`config.mk`:
```
export PLATFORM = sky130hd
export DESIGN_NAME = writeback_regfile
export DESIGN_NICKNAME = d
export VERILOG_FILES = /design/src/rtl/writeback_regfile_pkg.sv /design/src/rtl/regfile_array.sv /design/src/rtl/writeback_regfile.sv
export SDC_FILE = /design/constraint.sdc
export NUM_CORES = 2
export LEC_CHECK = 0
export ABC_AREA = 0
export CAP_MARGIN = 20
export CORE_UTILIZATION = 25
export CTS_CLUSTER_SIZE = 24
export DETAILED_ROUTE_END_ITERATION = 10
export GPL_TIMING_DRIVEN = 0
export PLACE_DENSITY = 0.36
export SLEW_MARGIN = 20
export SYNTH_ARGS = -nofsm -noshare
export SYNTH_HDL_FRONTEND = slang
export SYNTH_SLANG_ARGS = --single-unit
export TNS_END_PERCENT = 50
```
`constraint.sdc`:
```
create_clock -name clock -period 3.82 [get_ports clock]
set_input_delay 0.382 -clock clock [delete_from_list [all_inputs] [get_ports clock]]
set_output_delay 0.382 -clock clock [all_outputs]
set_load 0.02 [all_outputs]
```
`src/rtl/writeback_regfile_pkg.sv`:
```
// Shared pipeline constants: default data/index widths and the hardwired zero-register index.
// Ports: none (package only); imported by the pipeline-register and writeback blocks.
// Kept separate so every pipeline stage agrees on the same widths and zero-register index.
package writeback_regfile_pkg;

  localparam int unsigned DATA_WIDTH_DEF = 32;
  localparam int unsigned ADDR_WIDTH_DEF = 5;
  localparam int unsigned ZERO_REG_IDX   = 0;

  // Committed writes never target the zero register.
  function automatic logic is_commit(input logic we, input logic rst, input logic nonzero_idx);
    return we & nonzero_idx & ~rst;
  endfunction

endpackage

```
`src/rtl/regfile_array.sv`:
```
// Register storage array: 2**ADDR_WIDTH entries, one write port, two raw read ports.
// Ports: i_clock/i_reset (sync, active-high clear), i_we/i_waddr/i_wdata write port,
//        i_raddr1/i_raddr2 -> o_rdata1/o_rdata2 (combinational, no bypass, no zero-reg masking).
module regfile_array #(
  parameter int unsigned DATA_WIDTH = 32,
  parameter int unsigned ADDR_WIDTH = 5
) (
  input  logic                  i_clock,
  input  logic                  i_reset,
  input  logic                  i_we,
  input  logic [ADDR_WIDTH-1:0] i_waddr,
  input  logic [DATA_WIDTH-1:0] i_wdata,
  input  logic [ADDR_WIDTH-1:0] i_raddr1,
  input  logic [ADDR_WIDTH-1:0] i_raddr2,
  output logic [DATA_WIDTH-1:0] o_rdata1,
  output logic [DATA_WIDTH-1:0] o_rdata2
);

  localparam int unsigned NUM_REGS = 2 ** ADDR_WIDTH;

  logic [DATA_WIDTH-1:0] r_mem [NUM_REGS];

  always_ff @(posedge i_clock) begin
    if (i_reset) begin
      for (int i = 0; i < NUM_REGS; i++) begin
        r_mem[i] <= '0;
      end
    end else if (i_we) begin
      r_mem[i_waddr] <= i_wdata;
    end
  end

  assign o_rdata1 = r_mem[i_raddr1];
  assign o_rdata2 = r_mem[i_raddr2];

endmodule

```
`src/rtl/writeback_regfile.sv`:
```
// Writeback stage + register file: selects writeback data, commits it, serves two decode reads.
// Ports: clock/reset (sync active-high); regWrite/memToReg/readDataMemory/aluResult/writeRegister
//        from MEM/WB; readRegister1/2 -> readData1/2 (with write-before-read bypass); writeData; writeCount.
module writeback_regfile
  import writeback_regfile_pkg::*;
#(
  parameter int unsigned DATA_WIDTH = DATA_WIDTH_DEF,
  parameter int unsigned ADDR_WIDTH = ADDR_WIDTH_DEF
) (
  input  logic                  clock,
  input  logic                  reset,
  input  logic                  regWrite,
  input  logic                  memToReg,
  input  logic [DATA_WIDTH-1:0] readDataMemory,
  input  logic [DATA_WIDTH-1:0] aluResult,
  input  logic [ADDR_WIDTH-1:0] writeRegister,
  input  logic [ADDR_WIDTH-1:0] readRegister1,
  input  logic [ADDR_WIDTH-1:0] readRegister2,
  output logic [DATA_WIDTH-1:0] readData1,
  output logic [DATA_WIDTH-1:0] readData2,
  output logic [DATA_WIDTH-1:0] writeData,
  output logic [31:0]           writeCount
);

  localparam logic [ADDR_WIDTH-1:0] ZERO_IDX = ADDR_WIDTH'(ZERO_REG_IDX);

  logic                  w_commit;
  logic [DATA_WIDTH-1:0] w_raw1;
  logic [DATA_WIDTH-1:0] w_raw2;
  logic [31:0]           r_write_count;

  // Writeback source select does not depend on regWrite; forwarding sees it every cycle.
  assign writeData = memToReg ? readDataMemory : aluResult;

  // Reset suppresses the commit, which also disables the bypass during reset.
  assign w_commit = is_commit(regWrite, reset, writeRegister != ZERO_IDX);

  regfile_array #(
    .DATA_WIDTH (DATA_WIDTH),
    .ADDR_WIDTH (ADDR_WIDTH)
  ) u_array (
    .i_clock  (clock),
    .i_reset  (reset),
    .i_we     (w_commit),
    .i_waddr  (writeRegister),
    .i_wdata  (writeData),
    .i_raddr1 (readRegister1),
    .i_raddr2 (readRegister2),
    .o_rdata1 (w_raw1),
    .o_rdata2 (w_raw2)
  );

  // Zero register masks first, then same-cycle bypass, then stored value.
  always_comb begin
    readData1 = w_raw1;
    if (readRegister1 == ZERO_IDX) begin
      readData1 = '0;
    end else if (w_commit && (readRegister1 == writeRegister)) begin
      readData1 = writeData;
    end
  end

  always_comb begin
    readData2 = w_raw2;
    if (readRegister2 == ZERO_IDX) begin
      readData2 = '0;
    end else if (w_commit && (readRegister2 == writeRegister)) begin
      readData2 = writeData;
    end
  end

  // Free-running 32-bit commit counter; wraps naturally.
  always_ff @(posedge clock) begin
    if (reset) begin
      r_write_count <= '0;
    end else if (w_commit) begin
      r_write_count <= r_write_count + 32'd1;
    end
  end

  assign writeCount = r_write_count;

endmodule
```
==> flow_metrics.tcl <==
set metrics [dict create \
    outcome "finished, violations left" \
    stdcell_area_um2 68700 \
    grt_pass1_wl_um 365000 \
    wl_um 275000 \
    grt_setup_unrepaired "true" \
    synth-simple-area-share_pct 11.9 \
    tritoncts "done" \
    drc 0 \
    clock_tree.root_cell "clkbuf_16" \
    coreArea_um2 220000 \
    drt_iter0_drc 4174 \
    cts_hold_buf 0 \
    gp_congestion 0.951 \
    fill_cells 22300 \
    synth_top_family_by_area "multiplexers" \
    cp_slowest_cell "clkdlybuf4s50_1" \
    core.rowCount 172 \
    synth_compound_area_share_pct 4.92 \
    hpwl_um 200000 \
    crit_chain "buf_4, buf_4, nand2b_1, buf_6, buf_4, o22ai_1, nor3_1, nor4_1, a21oi_1, clkdlybuf4s50_1" \
    netlist.area_leader.share_pct 55.3 \
    ys_seq_area_share_pct 56.5 \
    synth_top_cell_by_area "edfxtp_1" \
    crit_fanout 10 \
    drive_gt1_share_pct 26.1 \
    setup_slack_ns -0.0756 \
    syn_area_um2 55600 \
    path_class "input pin to primary output" \
    cts_made_buffers 138 \
    vias_per_cell 5.15 \
    dr.pass1.iters 5 \
    placed_area_um2 62400 \
    cp.arrival_ns 3.51 \
    synth_adder_area_share_pct 0.0225 \
    hold_viol 0 \
    p_leak_nw 23.5 \
    areaGrowthSynthToFinish_pct 23.5 \
    die_w_um 474 \
    powerDensity_nw_per_um2 457 \
    end_kind "primary output" \
    nets 4853 \
    max_stage_delay_ns 0.66 \
    synth_cell_types 58 \
    antenna_found_initial 9 \
    grt_max_degree 33 \
    synth_xor_area_share_pct 0.441 \
    fmax_ghz 0.257 \
    max_slew_margin_pct 16.5 \
    ys_ff_latch 1056 \
    syn_area_per_cell_um2 12.7 \
    synthArstFlopShare_pct 0 \
    min_path_type "input pin to register" \
    final_common_cell "nor2_1" \
    clock_path_buffers 3 \
    via_count 40300 \
    timing.final.crit_period_ns 3.90 \
    die_y_um 474 \
    synth_enable_flop_cells 1024 \
    timing.critical_path.mode_cell "buf_4" \
    worst_slew_pin_slew_ns 1.25 \
    final_antenna_net_count 0 \
    pre_cts_slack_ns -2.10 \
    cap_violations 0 \
    cts_setup_buffers 0 \
    finalMaxSlewViolations 0 \
    setup_viol 5 \
    synthMuxAreaShare_pct 22.3 \
    crit_path_start_kind "input pin" \
    peakVddDrop_mv 0.497 \
    insertion_delay_ns 0.78 \
    postLayoutCoreUtil_pct 31.2 \
    grt_overflow_total 0 \
    h-tree-depth 4 \
    clk_pin_slew_worst_paths_ns 0.06 \
    wl_per_cell_um 35.1 \
    ys_warn_count 0 \
    grt_pass1_vias 40100 \
    cts.sinks 1056 \
    die_area_um2 224000 \
    critPathRequiredTime_ns 3.44 \
    synthTopCellsByArea "edfxtp_1, mux4_2, nor2_1" \
    initial_core_util_pct 25.2 \
    most-common-layout-cells "nor2_1, edfxtp_1, mux4_2, mux2_2, clkbuf_1" \
    fin_total_pwr_mw 31.4 \
    synthFlopType "edfxtp_1" \
    num_io_pins 211 \
    fin_skew_ns 0.0149 \
    fin_crit_sh_pct 102 \
    port-buffer-count 199 \
    grt_usage_pct 24.2 \
    synth_cells 4361 \
    violations "negative setup slack" \
]
area by class of cell:
cell class	instances	area [um^2]	area share (%)
clock inverter	70	528	0.769
buffer	441	2710	3.94
inverter	41	154	0.224
multi-input combinational	2850	24000	35.0
timing repair buffer	241	2460	3.58
clock buffer	175	3680	5.36
antenna	1	2.50	0.00365
tap	2958	3700	5.39
sequential	1056	31400	45.7
critical path: cells and delay by family:
| family | cells | cell delay (ns) |
|---|---|---|
| compound gates | 2 | 0.27 |
| buf+inv | 5 | 1.88 |
| simple gates | 3 | 0.92 |
metrics by stage:
stage                     TNS (ns)  hold slack [ns]  std cells
after floorplan                  0            0.536       4392
after global placement    -1609.44            0.453       7549
after detailed placement   -127.93            0.474       7591
after CTS                  -0.0587            0.212       7832
after global routing       -0.0640            0.276       7833
final                       -0.219            0.267       7833
cells in the mapped netlist (22+ instances only):
library cell / number
nor2_1: 1163
dfxtp_1: 32
nor4_1: 73
clkbuf_1: 290
nor3_1: 73
mux2i_1: 222
nand2_1: 50
xnor2_1: 22
buf_1: 22
a21oi_1: 74
edfxtp_1: 1024
o22ai_1: 145
mux4_2: 307
a2111oi_0: 61
buf_2: 79
nor2b_1: 87
nand2b_1: 41
inv_1: 41
a211oi_1: 61
mux2_2: 289
buf_4: 38
o21ai_0: 68
routing by layer:
metal,up-vias,global-route usage (%),part of all wire [%]
met5,-,0,0.0047
met4,2,8.77,4.0
met3,370,4.88,6.9
met2,1665,38.9,46
met1,21100,32.1,43
li1,17200,-,-
cells by family (layout without fill, tap and decap cells):
| logic type | count (synthesis) | after routing |
|---|---|---|
| adders and majority gates | 1 | 1 |
| xor gates and xnor gates | 28 | 28 |
| DFF | 1056 | 1056 |
| AOI/OAI and AO/OA | 423 | 423 |
| and+or+nand+nor | 1548 | 1548 |
| other | 1 | 33 |
| muxes | 818 | 818 |
| buffers and inverters | 486 | 968 |
registers in the layout, summed over array words and instances (netlist names):
register       flops
u_array.r_mem   1024
writeCount        32
path summary, 6_finish.rpt:
| kind | start | slack (ns) | cells after the start | endpoint |
|---|---|---|---|---|
| max reg2reg | writeCount[0] | 1.53 | 6 | writeCount[26] |
| max | readRegister2[0] | -0.08 | 10 | readData2[25] |
| min | writeRegister[1] | 0.27 | 5 | writeCount[3] |
| min reg2reg | writeCount[31] | 0.48 | 1 | writeCount[31] |
power by group:
part | internal (mW) | switching [mW] | total (mW)
registers | 13.3 | 0.332 | 13.7
clock network | 7.26 | 5.45 | 12.7
logic | 1.81 | 3.20 | 5.01
timing repair:
action | CTS | global route
pin swaps | 25 | 6
gates resized for setup | 504 | 47
endpoints found under the setup margin | 78 | 40
(Power assumes the default switching activity.)
